[config.mk]
export PLATFORM = sky130hd
export DESIGN_NAME = chad_coproc
export DESIGN_NICKNAME = d
export VERILOG_FILES = /design/src/rtl/chad_coproc.sv
export SDC_FILE = /design/constraint.sdc
export NUM_CORES = 1
export LEC_CHECK = 0
export BUFFER_PORTS_ARGS = -buffer_cell sky130_fd_sc_hd__buf_2
export CORE_ASPECT_RATIO = 0.9
export CORE_MARGIN = 5
export CORE_UTILIZATION = 53
export CTS_CLUSTER_DIAMETER = 120
export DETAILED_ROUTE_END_ITERATION = 10
export PLACE_DENSITY = 0.78
export SKIP_CTS_REPAIR_TIMING = 1
export SLEW_MARGIN = 20
export SYNTH_ARGS = -nofsm -noshare
export SYNTH_HDL_FRONTEND = slang
export SYNTH_SLANG_ARGS = --single-unit
[constraint.sdc]
create_clock -name clk -period 7 [get_ports clk]
set_clock_uncertainty 0.05 [all_clocks]
set_input_delay 0.7 -clock clk [delete_from_list [all_inputs] [get_ports clk]]
set_output_delay 0.7 -clock clk [all_outputs]
set_load 0.05 [all_outputs]
[src/rtl/chad_coproc.sv]
// chad_coproc: multi-cycle arithmetic coprocessor for the CPU's cop port.
// Unsigned/signed shift-add multiply, restoring divide, barrel shifts, and a
// read-select register that puts lo, hi or status on y.
// Build option: define CHAD_COPROC_DIVIDE_EN to include the divider. Without it,
// UDIV completes in one cycle with hi = lo = all ones and nodiv set.
module chad_coproc #(
    parameter int WIDTH = 18
) (
    input  logic             clk,
    input  logic             reset,
    input  logic             go,
    input  logic [10:0]      sel,
    input  logic [WIDTH-1:0] a,
    input  logic [WIDTH-1:0] b,
    input  logic [WIDTH-1:0] c,
    output logic [WIDTH-1:0] y,
    output logic             busy
);

    localparam int CW = $clog2(WIDTH);

    localparam logic [2:0] OP_SETRD = 3'd0;
    localparam logic [2:0] OP_UMUL  = 3'd1;
    localparam logic [2:0] OP_SMUL  = 3'd2;
    localparam logic [2:0] OP_UDIV  = 3'd3;
    localparam logic [2:0] OP_SHL   = 3'd4;
    localparam logic [2:0] OP_SHR   = 3'd5;
    localparam logic [2:0] OP_SAR   = 3'd6;

    typedef enum logic [1:0] {
        S_IDLE = 2'd0,
        S_MUL  = 2'd1,
`ifdef CHAD_COPROC_DIVIDE_EN
        S_DIV  = 2'd2,
`endif
        S_FIX  = 2'd3
    } state_t;

    state_t           state;
    logic [CW-1:0]    cnt;
    logic [WIDTH-1:0] hi, lo;
    logic [1:0]       rsel;
    logic             dz, ovf, nodiv;

    // Iteration working registers: product/remainder high half, multiplier/quotient
    // low half, and the multiplicand or divisor.
    logic [WIDTH-1:0] work_hi, work_lo, operand;
    logic             smul, neg;

    logic [2:0] op;
    logic       last;
    logic       unused_sel;

    assign op         = sel[2:0];
    assign last       = (cnt == CW'(WIDTH - 1));
    assign busy       = (state != S_IDLE);
    assign unused_sel = ^sel[10:5];

    // One shift-add multiply step: conditionally add the multiplicand, then shift right.
    logic [WIDTH:0]     mul_sum;
    logic [WIDTH-1:0]   mul_hi_nx, mul_lo_nx;
    logic [2*WIDTH-1:0] fix_val;
    always_comb begin
        // NOTE: combinational blocks use blocking '=' and assign every output first, so no latches form.
        mul_sum   = {1'b0, work_hi} + (work_lo[0] ? {1'b0, operand} : '0);
        mul_hi_nx = mul_sum[WIDTH:1];
        mul_lo_nx = {mul_sum[0], work_lo[WIDTH-1:1]};
        fix_val   = neg ? (~{work_hi, work_lo} + 1'b1) : {work_hi, work_lo};
    end

    // Magnitudes for the signed multiply; the most negative value maps to 2^(WIDTH-1).
    logic [WIDTH-1:0] a_mag, b_mag;
    always_comb begin
        a_mag = a[WIDTH-1] ? (~a + 1'b1) : a;
        b_mag = b[WIDTH-1] ? (~b + 1'b1) : b;
    end

`ifdef CHAD_COPROC_DIVIDE_EN
    // One restoring-divide step: shift in the next dividend bit, subtract if it fits.
    logic [WIDTH:0]   div_shift, div_diff;
    logic             div_take;
    logic [WIDTH-1:0] rem_nx, quo_nx;
    always_comb begin
        div_shift = {work_hi, work_lo[WIDTH-1]};
        div_diff  = div_shift - {1'b0, operand};
        div_take  = ~div_diff[WIDTH];
        rem_nx    = div_take ? div_diff[WIDTH-1:0] : div_shift[WIDTH-1:0];
        quo_nx    = {work_lo[WIDTH-2:0], div_take};
    end
`endif

    // Single-cycle shifter, saturating at WIDTH positions.
    logic [4:0]       amt;
    logic             sat;
    logic [WIDTH-1:0] shift_res;
    always_comb begin
        amt = b[4:0];
        sat = ({1'b0, amt} >= 6'(WIDTH));
        case (op)
            OP_SHL:  shift_res = sat ? '0 : (a << amt);
            OP_SHR:  shift_res = sat ? '0 : (a >> amt);
            OP_SAR:  shift_res = sat ? {WIDTH{a[WIDTH-1]}} : ($signed(a) >>> amt);
            default: shift_res = '0;
        endcase
    end

    // Read-select mux onto the CPU result bus.
    always_comb begin
        case (rsel)
            2'd0:    y = lo;
            2'd1:    y = hi;
            2'd2:    y = {{(WIDTH-4){1'b0}}, busy, nodiv, ovf, dz};
            default: y = '0;
        endcase
    end

    // Control FSM and result registers; hi/lo only change when an operation completes.
    always_ff @(posedge clk) begin
        // NOTE: all sequential state uses non-blocking '<=' so every register sees pre-edge values.
        if (reset) begin
            state   <= S_IDLE;
            cnt     <= '0;
            hi      <= '0;
            lo      <= '0;
            rsel    <= 2'd0;
            dz      <= 1'b0;
            ovf     <= 1'b0;
            nodiv   <= 1'b0;
            work_hi <= '0;
            work_lo <= '0;
            operand <= '0;
            smul    <= 1'b0;
            neg     <= 1'b0;
        end else begin
            case (state)
                S_IDLE: begin
                    if (go) begin
                        if (op != OP_SETRD && op != 3'd7) begin
                            rsel  <= 2'd0;
                            dz    <= 1'b0;
                            ovf   <= 1'b0;
                            nodiv <= 1'b0;
                        end
                        case (op)
                            OP_SETRD: rsel <= sel[4:3];
                            OP_UMUL, OP_SMUL: begin
                                smul    <= (op == OP_SMUL);
                                neg     <= (op == OP_SMUL) && (a[WIDTH-1] ^ b[WIDTH-1]);
                                operand <= (op == OP_SMUL) ? a_mag : a;
                                work_lo <= (op == OP_SMUL) ? b_mag : b;
                                work_hi <= '0;
                                cnt     <= '0;
                                state   <= S_MUL;
                            end
                            OP_UDIV: begin
`ifdef CHAD_COPROC_DIVIDE_EN
                                if (c == '0) begin
                                    lo <= '1;
                                    hi <= b;
                                    dz <= 1'b1;
                                end else if (a >= c) begin
                                    lo  <= '1;
                                    hi  <= '1;
                                    ovf <= 1'b1;
                                end else begin
                                    work_hi <= a;
                                    work_lo <= b;
                                    operand <= c;
                                    cnt     <= '0;
                                    state   <= S_DIV;
                                end
`else
                                lo    <= '1;
                                hi    <= '1;
                                nodiv <= 1'b1;
`endif
                            end
                            OP_SHL, OP_SHR, OP_SAR: begin
                                lo <= shift_res;
                                hi <= '0;
                            end
                            default: ;
                        endcase
                    end
                end
                S_MUL: begin
                    work_hi <= mul_hi_nx;
                    work_lo <= mul_lo_nx;
                    cnt     <= cnt + 1'b1;
                    if (last) begin
                        cnt <= '0;
                        if (smul) begin
                            state <= S_FIX;
                        end else begin
                            hi    <= mul_hi_nx;
                            lo    <= mul_lo_nx;
                            state <= S_IDLE;
                        end
                    end
                end
`ifdef CHAD_COPROC_DIVIDE_EN
                S_DIV: begin
                    work_hi <= rem_nx;
                    work_lo <= quo_nx;
                    cnt     <= cnt + 1'b1;
                    if (last) begin
                        cnt   <= '0;
                        hi    <= rem_nx;
                        lo    <= quo_nx;
                        state <= S_IDLE;
                    end
                end
`endif
                S_FIX: begin
                    {hi, lo} <= fix_val;
                    state    <= S_IDLE;
                end
                default: state <= S_IDLE;
            endcase
        end
    end

endmodule

==> summary.md, run 1 <==
| Metric | Value |
|---|---|
| Crit path from | b[0] |
| Die W | ~150 um |
| Worst-margin pin slew | roughly 1.2 ns |
| DRC violations left | 0 |
| Leak | between 3 and 4 nW |
| # nets final | 1,224 |
| Clock power share | ~25% |
| Hold path start | operand[12] |
| CP Data Required Time | 7.14 ns |
| Run status | finished, final reports clean |
| Antenna Nets Post-Route | 0 |
| Die Height | about 130 um |
| Element type at the critical path end | flip-flop |
| Die area | 0.0198 mm2 |
| Critical path class | in2reg |
| Sw frac | between 40% and 50% |
| Synth Instances | ~1,200 |
| Syn avg cell area | a little under 8 um2 |
| Row count | 45 |
| Initial antenna violation count | 0 |
| Starting Density | about 54% |
| Critical Path AT | roughly 4.6 ns |
| Total CTS buffers | 9 |
| Via-per-instance ratio | 6.76 |
| Sequential fraction of the synthesis area | 22.5% |
| Fmax | 225 MHz |
| Share of cells above drive strength 1 | ~14% |
| Unrepaired setup endpoints after global routing | false |
| CP max stage delay | 0.99 ns |
| GPL Wtd Cong | ~0.93 |
| Total clock sinks | a little over 100 |
| Fill cells | 1,568 |
| First-pass GRT wire length | around 45,000 um |
| Detail Placement HPWL | 20,400 um |
| Slew margin rel. | 20.7% |
| Critical Path Start Type | input pin |
| Post-Syn Nets | about 1,300 |
| # Max-Cap Violations | 0 |
| Clk slew on worst S/H paths | 0.07 ns |
| Core area | about 0.017 mm2 |
| Max Buffers Root-to-Sink | 2 |
| Number of global-route vias before repair | 8,340 |
| Slowest library cell on the worst path | a2111oi_0 |
| Comb pwr share | between 30% and 40% |
| Total number of vias | roughly 9,100 |
| Hold WS | slightly below 0.4 ns |
| Final setup vio count | 0 |
| Sequential share of power | 37.8% |
| Setup TNS | 0 ns |
| VDD IR max | 0.119 mV |
| HP Class | reg2reg |
| Initial DRC Count | between 1,000 and 1,500 |
| CTS tree | done |
| Async set or reset register ratio after synthesis | 0% |
| CP Max Fanout | 40 |
| Delay-heaviest family, CP | compound AO/OA/AOI/OAI gates |
| EDFF count, synth | 0 |
| Total Wirelength | between 20,000 and 30,000 um |
| 1st-pass router iterations | 7 |
| WP buf/inv | 3 |
| Layout area overhead | 5.01% |
| Final Hold Fails | 0 |
| Final Max Tran Viols | 0 |
| Crit-path cells | buf_2 > buf_4 > clkinv_1 > ha_1 > o41a_1 > a31oi_1 > and2_1 > nand2_1 > a2111oi_0 > nor3_1 |
| Total gr overflow | 0 |
| Clk_lat worst skew | roughly 0.35 ns |
| Synth unique cells | 83 |
| Tot Pwr | 1.93 mW |
| Largest net degree at the start of global routing | 70 |
| Ant. Diodes | 0 |
| Syn. warnings | 0 |
| Post-synthesis cell area | a little over 0.009 mm2 |
| Minimum clock period after layout | 4.44 ns |
| RR Startpoint | state[0] |
| H-tree depth | 3 |
| FF+latch count, synth | just over 100 |
| All-Layer GR Usage | roughly 28% |
| P_sw | 797 uW |
| PwrDens | around 200 mW/mm2 |
| Routed length per instance | approximately 21 um |
| # IOs | 87 |
| Root buf cell | clkbuf_16 |
| Synth Flop Type | dfxtp_1 |
| Period utilisation layout | between 60% and 70% |
| Int Pwr | between 1 and 1.5 mW |
| Port Buffer Count | 62 |
cell usage in the layout (no fill, tap or decap), types with 9 or more instances in the layout:
master / count
nand2_1: 100
nand3_1: 20
ha_1: 24
a211oi_1: 26
or3_1: 14
inv_1: 24
a22oi_1: 12
xnor2_1: 49
nor3_1: 22
mux2i_1: 37
o41ai_1: 18
dfxtp_1: 102
o21ai_0: 78
nor2_1: 131
o31ai_1: 12
a21oi_1: 77
clkbuf_16: 9
and2_1: 28
xor2_1: 27
o211ai_1: 9
nor4_1: 15
a31oi_1: 26
mux4_2: 35
buf_2: 62
buf_4: 13
power groups by stage:
stage	logic (mW)	registers, mW	clock network [mW]
6_report	0.724	0.728	0.475
5_1_grt	0.776	0.737	0.496
4_1_cts	0.710	0.726	0.474
3_5_place_dp	0.707	0.739	0
3_3_place_gp	0.697	0.734	0
2_1_floorplan	0.576	0.697	0
metal layers:
| metal | wire [um] | vias up | track usage (%) | part of all wire, % |
|---|---|---|---|---|
| li1 | - | 4232 | - | - |
| met1 | 12200 | 4336 | 39.3 | 42 |
| met2 | 12700 | 479 | 44.7 | 44 |
| met3 | 2850 | 59 | 4.97 | 10 |
| met4 | 904 | 0 | 8.93 | 3.2 |
| met5 | 0 | - | 0 | 0 |
Yosys cell counts (9+ instances only):
cell      number  area share (%)
nand2_1      100             4.1
nor2_1       132             5.5
ha_1          24             3.3
nand3_1       20             1.1
o21ai_0       78             4.3
xnor2_1       49             4.7
xor2_1        27             2.6
a211oi_1      26             2.2
a22oi_1       12            0.99
a21oi_1       78             4.3
o31ai_1       12            0.99
clkbuf_1      83             3.4
buf_1          9            0.37
and2_1        28             1.9
o211ai_1       9            0.74
a31oi_1       26             1.8
mux4_2        35             8.7
buf_2         10            0.55
nor3_1        22             1.2
o41ai_1       18             1.7
mux2i_1       37             4.1
dfxtp_1      102              23
nor4_1        15             1.0
inv_1         24            0.99
or3_1         14            0.97
stage by stage:
stage | std cells | instance area, um2 | worst slack [ns] | utilization, %
final | 1347 | 9530 | 2.56 | 56.6
after global routing | 1347 | 9530 | 2.43 | 56.6
after CTS | 1347 | 9530 | 2.80 | 56.6
after detailed placement | 1331 | 9260 | 2.45 | 55.0
after global placement | 1331 | 9260 | 2.56 | 55.0
after floorplan | 1157 | 9070 | 3.72 | -
final timing paths:
check                 to  slack [ns]  cells after the start
max               lo[11]        2.56                     10
min          operand[12]        0.40                      2
max reg2reg       lo[11]        3.28                      7
min reg2reg  operand[12]        0.40                      2
tightest hold or removal path, cell delays in order (launching register included):
cell	delay (ns)
dfxtp_1	0.31
nand2_1	0.05
a21oi_1	0.05
layout make-up:
type / count / area (um2) / share of cell area (%)
Sequential cell: 102 / 2040 / 21.4
Inverter: 25 / 93.8 / 0.985
Multi-Input combinational cell: 918 / 6450 / 67.7
Clock inverter: 5 / 33.8 / 0.355
Tap cell: 211 / 264 / 2.77
Timing Repair Buffer: 75 / 408 / 4.28
Clock buffer: 11 / 233 / 2.44
logic make-up (layout without fill, tap and decap cells):
group	Yosys count	count (layout)	synth area share [%]
adders and majority gates	25	25	3.53
xor gates and xnor gates	76	76	7.34
and+or+nand+nor	397	397	21.2
DFF	102	102	22.5
buffers and inverters	137	116	6.44
AOI/OAI and AO/OA	344	344	25.8
muxes	76	76	13.3
registers in the layout, summed over array words and instances (netlist names):
signal,count
smul,1
neg,1
work_lo,18
operand,18
hi,18
lo,18
state,2
nodiv,1
work_hi,18
rsel,2
cnt,5
No activity file was read; power rests on OpenSTA's default activity.
==> inputs of run 2 (changes only) <==
PLACE_DENSITY = 0.8   (was 0.78)
clock period = 3.7 ns   (was 7 ns; I/O delays follow)
==> run 2 against run 1 <==
Effect of this change: combinational power up 93%; count of clock-buffer cells in the layout down 2; power rose by 100%; hold slack lost 0.18 ns; highest routed layer unchanged.
==> summary.md, run 2 (synthesis gave the netlist of run 1 again) <==
| Metric | Value |
|---|---|
| Initial antenna violation count | 0 |
| Most common cell after layout, fill and taps aside | nor2_1 |
| CP Data Required Time | approximately 3.9 ns |
| Tot Pwr | slightly below 4 mW |
| Total number of vias | roughly 9,300 |
| Clk_lat worst skew | about 0.36 ns |
| Row count | 45 |
| Comb pwr share | ~36% |
| Int Pwr | about 2.4 mW |
| Slew margin rel. | approximately a third |
| GPL Wtd Cong | 0.972 |
| 1st-pass router iterations | 8 |
| PwrDens | ~400 mW/mm2 |
| Hold WS | 0.218 ns |
| Initial DRC Count | 1,227 |
| Sw frac | between 30% and 40% |
| Root buf cell | clkbuf_16 |
| # Max-Cap Violations | 0 |
| Via-per-instance ratio | around 6.9 |
| Final setup vio count | 0 |
| Detail Placement HPWL | a little over 20,000 um |
| Largest net degree at the start of global routing | 70 |
| DRC violations left | 0 |
| Crit path from | work_lo[0] |
| Die area | roughly 0.020 mm2 |
| Hold path start | sel[4] |
| Ant. Diodes | 0 |
| Reg2reg setup slack | roughly 0.65 ns |
| RR Startpoint | work_lo[0] |
| Share of cells above drive strength 1 | roughly 15% |
| Run status | finished, final reports clean |
| Clock power share | 28.8% |
| Multi-input logic area | around 0.0065 mm2 |
| Element type at the critical path end | flip-flop |
| Total Wirelength | 28,800 um |
| Port Buffer Count | a little over 60 |
| Antenna Nets Post-Route | 0 |
| Number of global-route vias before repair | approximately 8,400 |
| All-Layer GR Usage | roughly 29% |
| Critical path class | reg2reg |
| Register Area | around 0.002 mm2 |
| Clk slew on worst S/H paths | ~0.070 ns |
| Layout area overhead | 6.79% |
| Critical Path Start Type | flip-flop |
| CTS tree | done |
| HP Class | in2reg |
| # IOs | between 80 and 90 |
| Starting Density | between 50% and 60% |
| Worst-margin pin slew | a little under 1 ns |
| Core area | roughly 0.017 mm2 |
| Routed length per instance | ~21 um |
| Leak | between 3 and 4 nW |
| Pre-CTS WS | 0.625 ns |
| Setup slack after layout | around 0.65 ns |
| CP Max Fanout | 22 |
| Setup TNS | 0 ns |
| # nets final | approximately 1,200 |
| Die Height | 134 um |
| Max Buffers Root-to-Sink | 2 |
| Total clock sinks | just over 100 |
| P_sw | 1.54 mW |
| H-tree depth | 3 |
| Final Max Tran Viols | 0 |
| Total gr overflow | 0 |
| Total CTS buffers | 9 |
| VDD IR max | 0.278 mV |
| Period utilisation layout | between 80% and 90% |
| Fill cells | between 1,500 and 2,000 |
| Die W | approximately 150 um |
| First-pass GRT wire length | approximately 46,000 um |
| Unrepaired setup endpoints after global routing | false |
| Critical Path AT | about 3.2 ns |
| Final Hold Fails | 0 |
| Minimum clock period after layout | 3.05 ns |
| Sequential share of power | roughly a third |
| Most frequent cells in the layout | nor2_1 (131), dfxtp_1 (102), nand2_1 (100) |
| Fmax | roughly 330 MHz |
| Placed Area | between 0.009 and 0.01 mm2 |
| Design Area, Final | a little under 0.01 mm2 |
## run 2: cell count changes in the layout (fill, tap and decap cells not counted), sizes merged
cell | previous run | this run
bufinv | 0 | 3
clkinvlp | 2 | 1
buf | 75 | 86
clkbuf | 11 | 9
## run 2: worst max-delay path, cell delays in order, from the launching register on
cell      delay, ns
dfxtp_1        0.65
and2_1         0.26
ha_1           0.36
and4_1         0.26
a221o_1        0.36
a221oi_1       0.41
a211oi_1       0.13
o21ai_0        0.30
a31oi_1        0.12
## run 2: final timing paths
| check | end | depth (start not counted) |
|---|---|---|
| worst min-delay path | rsel[1] | 3 |
| worst max register to register | hi[17] | 8 |
| worst max-delay path | hi[17] | 8 |
| worst min register to register | operand[16] | 2 |
## run 2: metrics by stage
stage          utilization [%]  std cells
2_1_floorplan                -       1157
3_3_place_gp              55.5       1342
3_5_place_dp              55.5       1342
4_1_cts                   57.5       1358
5_1_grt                   57.5       1358
6_report                  57.5       1358
## run 2: power groups by stage
stage	registers [mW]	clock network (mW)	logic, mW
finish	1.37	1.12	1.40
global route	1.38	1.17	1.50
CTS	1.36	1.12	1.36
detailed placement	1.39	0	1.35
global placement	1.38	0	1.34
floorplan	1.32	0	1.09
## run 2: routing by layer
metal | vias to the layer above | wire length [um] | GRT usage [%]
met2 | 589 | 12900 | 44.4
li1 | 4246 | - | -
met5 | - | 0 | 0
met4 | 0 | 798 | 7.29
met1 | 4391 | 12100 | 41.0
met3 | 79 | 3080 | 5.24
## run 2: final cells by class
class	count	share of cell area [%]
multi-input cells	918	66.6
flip-flops and latches	102	21.1
repair buffers	86	5.06
well taps	211	2.73
clock buffers	9	2.32
clock inverters	7	1.24
inverters	25	0.969
